File: config.mk
export PLATFORM = sky130hd
export DESIGN_NAME = result_demux
export DESIGN_NICKNAME = d
export VERILOG_FILES = /design/src/rtl/wdpm_pkg.sv /design/src/rtl/result_demux.sv
export SDC_FILE = /design/constraint.sdc
export NUM_CORES = 1
export LEC_CHECK = 0
export CORE_MARGIN = 2
export CORE_UTILIZATION = 30
export CTS_BUF_LIST = sky130_fd_sc_hd__clkbuf_4
export CTS_CLUSTER_DIAMETER = 60
export DETAILED_ROUTE_END_ITERATION = 10
export GPL_TIMING_DRIVEN = 0
export PLACE_DENSITY_LB_ADDON = 0.2
export SETUP_SLACK_MARGIN = 0.3
export SKIP_CTS_REPAIR_TIMING = 1
export SLEW_MARGIN = 20
export SYNTH_ARGS = -nofsm -noshare
export SYNTH_HDL_FRONTEND = slang
export SYNTH_SLANG_ARGS = --single-unit
File: constraint.sdc
create_clock -name clk -period 6.3 [get_ports clk]
set_clock_uncertainty 0.2 [all_clocks]
set_input_delay 0.63 -clock clk [delete_from_list [all_inputs] [get_ports clk]]
set_output_delay 0.63 -clock clk [all_outputs]
set_load 0.05 [all_outputs]
File: src/rtl/wdpm_pkg.sv
// rtl/wdpm_pkg.sv - shared write-back destination codes and result demux FSM states
package wdpm_pkg;

  typedef enum logic [1:0] {
    DST_RF   = 2'b00,
    DST_ID   = 2'b01,
    DST_DISC = 2'b10,
    DST_DM   = 2'b11
  } dst_e;

  typedef enum logic [1:0] {
    ST_IDLE    = 2'b00,
    ST_RF_WR   = 2'b01,
    ST_DM_WAIT = 2'b10
  } demux_state_e;

  // ID is a source-only code; it can never be a write-back target.
  function automatic logic dst_is_illegal(input logic [1:0] code);
    return code == DST_ID;
  endfunction

endpackage

File: src/rtl/result_demux.sv
// rtl/result_demux.sv - routes ALU results to the register file or data memory
module result_demux
  import wdpm_pkg::*;
#(
  parameter int DATA_W  = 8,
  parameter int TIMEOUT = 15
) (
  input  logic              clk,
  input  logic              rst_n,
  input  logic [DATA_W-1:0] alu_data,
  input  logic [1:0]        dst,
  input  logic [7:0]        addr,
  input  logic              in_valid,
  output logic              in_ready,
  output logic              rf_we,
  output logic [2:0]        rf_addr,
  output logic [DATA_W-1:0] rf_wdata,
  output logic              dm_req,
  output logic [7:0]        dm_addr,
  output logic [DATA_W-1:0] dm_wdata,
  input  logic              dm_ack,
  output logic              err
);

  localparam logic [7:0] CNT_LAST = 8'(TIMEOUT - 1);

  demux_state_e      state_q, state_d;
  logic [7:0]        addr_q;
  logic [DATA_W-1:0] data_q;
  logic [7:0]        cnt_q, cnt_d;
  logic              err_q, err_d;
  logic              accept;

  assign accept = in_valid && in_ready;

  always_ff @(posedge clk or negedge rst_n) begin
    if (!rst_n) begin
      state_q <= ST_IDLE;
      addr_q  <= '0;
      data_q  <= '0;
      cnt_q   <= '0;
      err_q   <= 1'b0;
    end else begin
      state_q <= state_d;
      cnt_q   <= cnt_d;
      err_q   <= err_d;
      if (accept) begin
        addr_q <= addr;
        data_q <= alu_data;
      end
    end
  end

  always_comb begin
    state_d = state_q;
    cnt_d   = cnt_q;
    err_d   = err_q;
    case (state_q)
      ST_IDLE: begin
        if (accept) begin
          if (dst_is_illegal(dst)) begin
            err_d = 1'b1;
          end else if (dst == DST_RF) begin
            state_d = ST_RF_WR;
          end else if (dst == DST_DM) begin
            state_d = ST_DM_WAIT;
            cnt_d   = '0;
          end
        end
      end
      ST_RF_WR: begin
        state_d = ST_IDLE;
      end
      ST_DM_WAIT: begin
        // An acknowledge in the final allowed cycle still completes the write.
        if (dm_ack) begin
          state_d = ST_IDLE;
        end else if (cnt_q == CNT_LAST) begin
          state_d = ST_IDLE;
          err_d   = 1'b1;
        end else begin
          cnt_d = cnt_q + 8'd1;
        end
      end
      default: begin
        state_d = ST_IDLE;
      end
    endcase
  end

  assign in_ready = (state_q == ST_IDLE);
  assign rf_we    = (state_q == ST_RF_WR);
  assign dm_req   = (state_q == ST_DM_WAIT);
  assign rf_addr  = addr_q[2:0];
  assign rf_wdata = data_q;
  assign dm_addr  = addr_q;
  assign dm_wdata = data_q;
  assign err      = err_q;

endmodule

==> flow_summary.toml <==
[min_path]
hold_class = "input port to async pin"

[detailed_routing]
drt_iter0_markers = 24
drc = 0
via_per_inst = 4.919
drt_first_pass_iters = 4
routed_wl_mm = 3.050
via_count = 1092
antenna_left = 0
wl_per_cell_um = 13.74

[final_layout]
fill_cells = 400
area_growth_pct = 45.79
drive_gt1_frac = 0.2353
diodes = 0
nNetsFinal = 195

[sta]
maxSlewHeadroom = 0.5793
period_share = 0.4652
min_period_ns = 2.931
holdWs_ns = 0.06459
clock.fmax_mhz = 341.2
tightestPinTransition_ns = 0.6283
setup_violations = 0
fin_setup_tns_ns = 0
finalHoldViolations = 0
rsz0062_at_grt = "false"
maxSlewViolCount = 0

[place]
dp.final_hpwl_mm = 2.373
io_buffers = 52
routabilityCongestion = 0.7285

[floorplanning]
start_util = 0.3090
dieArea_um2 = 5004
ioPinCount = 53
die_x_um = 70.74
rows = 24
core_um2 = 4324
die_h_um = 70.74

[logic_synthesis]
yosysSeqAreaShare = 0.5056
ys.flop_type = "dfrtp_1"
syn_nets = 138
synth_cells = 114
ys_ff_latch = 27
yosys_warnings = 0
synth_edf_count = 0
ys_types = 37
avgSynthCellArea_um2 = 11.72
async_flop_share = 1.000
synth.cell_area_um2 = 1336

[status]
outcome = "finished, final reports clean"

[global_routing]
grt_pass1_wl_mm = 5.064
grt.total_usage = 0.1252
grt_max_degree = 28
grt_overflow = 0
grt_pass1_vias = 1108
antenna_found_initial = 0

[setup_path]
required_ns = 5.47
crit_path_cell_trace = "buf_2 > buf_1 > nor2b_1 > clkdlybuf4s50_1"
path_max_fanout = 10
critPathLaunchType = "flop"
critPathKind = "flop to output port"
crit_path_end_kind = "output port"
critical-path-max-stage-delay_ns = 0.81
reg2reg_depth = 6
slowest_stage = "clkdlybuf4s50_1"
critical_path_arrival_ns = 2.10

[cts]
cts_tree = "done"
cts_root_buf = "clkbuf_4"
clock_latency_ns = 0.33
htree_levels = 1
cts.clk_slew.worst_paths_ns = 0.16
cts_buffers = 3
clock_sinks = 27
cts_max_path_buffers = 2

[job]
maxCapViolCount = 0

[pwr]
leakage_nw = 0.7926
vdd_drop_max_mv = 0.1349
p_per_area_nw_per_um2 = 289.5
## worst paths after layout
path                                         from                      end  slack, ns
min                                         rst_n  dm_wdata[5]$_DFFE_PN0P_       0.06
min in group clk                  err$_DFFE_PN0P_          err$_DFFE_PN0P_       0.28
min reg2reg                       err$_DFFE_PN0P_          err$_DFFE_PN0P_       0.28
max reg2reg                  cnt_q[0]$_DFFE_PN0P_          err$_DFFE_PN0P_       4.10
max in group asynchronous                   rst_n     cnt_q[5]$_DFFE_PN0P_       5.45
max                        state_q[1]$_DFFE_PN0P_                    rf_we       3.37
## report_power, final
part,internal [mW],switching [mW]
Sequential,0.199,0.0213
Clock,0.0259,0.0553
Combinational,0.104,0.158
Total,0.329,0.235
## registers in the layout, indices dropped and copies added (netlist names)
signal / flops
dm_wdata: 8
cnt_q: 8
state_q: 2
dm_addr: 8
err: 1
## layer usage
| metal | wire length, um | global-route usage |
|---|---|---|
| met1 | 1240 | 0.1492 |
| met4 | 31 | 0.03774 |
| met2 | 1616 | 0.2285 |
| met3 | 162 | 0.02279 |
| met5 | 0 | 0 |
## cells in the mapped netlist (2+ instances only)
library cell  number  share of area
mux2_2            16           0.13
a21oi_1            6          0.022
dfrtp_1           27           0.51
o21ai_0            3          0.011
nand2_1            7          0.020
buf_4             11          0.062
buf_2              3          0.011
nand3_1            6          0.022
nor2b_1            2         0.0094
ha_1               2          0.019
nor3b_1            2          0.011
inv_1              2         0.0056
nand4b_1           2          0.013
or4bb_1            2          0.017
## critical path, delay by kind of cell, from the launching register on
family,cells,cell delay (ns)
DFF,1,0.40
and+or+nand+nor,1,0.15
buffers and inverters,3,1.22
## stage by stage
step	power (mW)	util	worst slack [ns]	std cells	instance area, um2
4_1_cts	0.5729	0.4505	3.343	222	1948
6_report	0.5640	0.4505	3.369	222	1948
3_5_place_dp	0.4886	0.4433	3.542	218	1917
5_1_grt	0.5947	0.4505	3.252	222	1948
3_3_place_gp	0.4824	0.4444	3.606	218	1922
2_1_floorplan	0.3957	-	4.053	114	1336
## kinds of logic (layout without fill, tap and decap cells)
group | after synthesis | after routing | share of synthesized area
and+or+nand+nor | 33 | 33 | 0.1648
DFF | 27 | 27 | 0.5056
buffers and inverters | 18 | 74 | 0.08426
adders and majority gates | 2 | 2 | 0.01872
AOI/OAI and AO/OA | 18 | 18 | 0.09177
muxes | 16 | 16 | 0.1348
## cell usage in the layout, fill, tap and decap left out, types with 2 or more instances in the layout
cell,instances
a21oi_1,6
buf_2,4
buf_4,11
clkbuf_4,3
clkdlybuf4s50_1,51
dfrtp_1,27
ha_1,2
inv_1,2
mux2_2,16
nand2_1,7
nand3_1,6
nand4b_1,2
nor2b_1,2
nor3b_1,2
o21ai_0,3
or4bb_1,2
## cell type report
type / count / area (um2) / share of cell area
Buffer: 16 / 105.1 / 0.05395
Sequential cell: 27 / 675.6 / 0.3468
Clock buffer: 3 / 22.52 / 0.01156
Tap cell: 52 / 65.06 / 0.03340
Multi-Input combinational cell: 69 / 548.0 / 0.2813
Clock inverter: 1 / 8.758 / 0.004496
Inverter: 2 / 7.507 / 0.003854
Timing Repair Buffer: 52 / 515.5 / 0.2646
(Power assumes the default switching activity.)
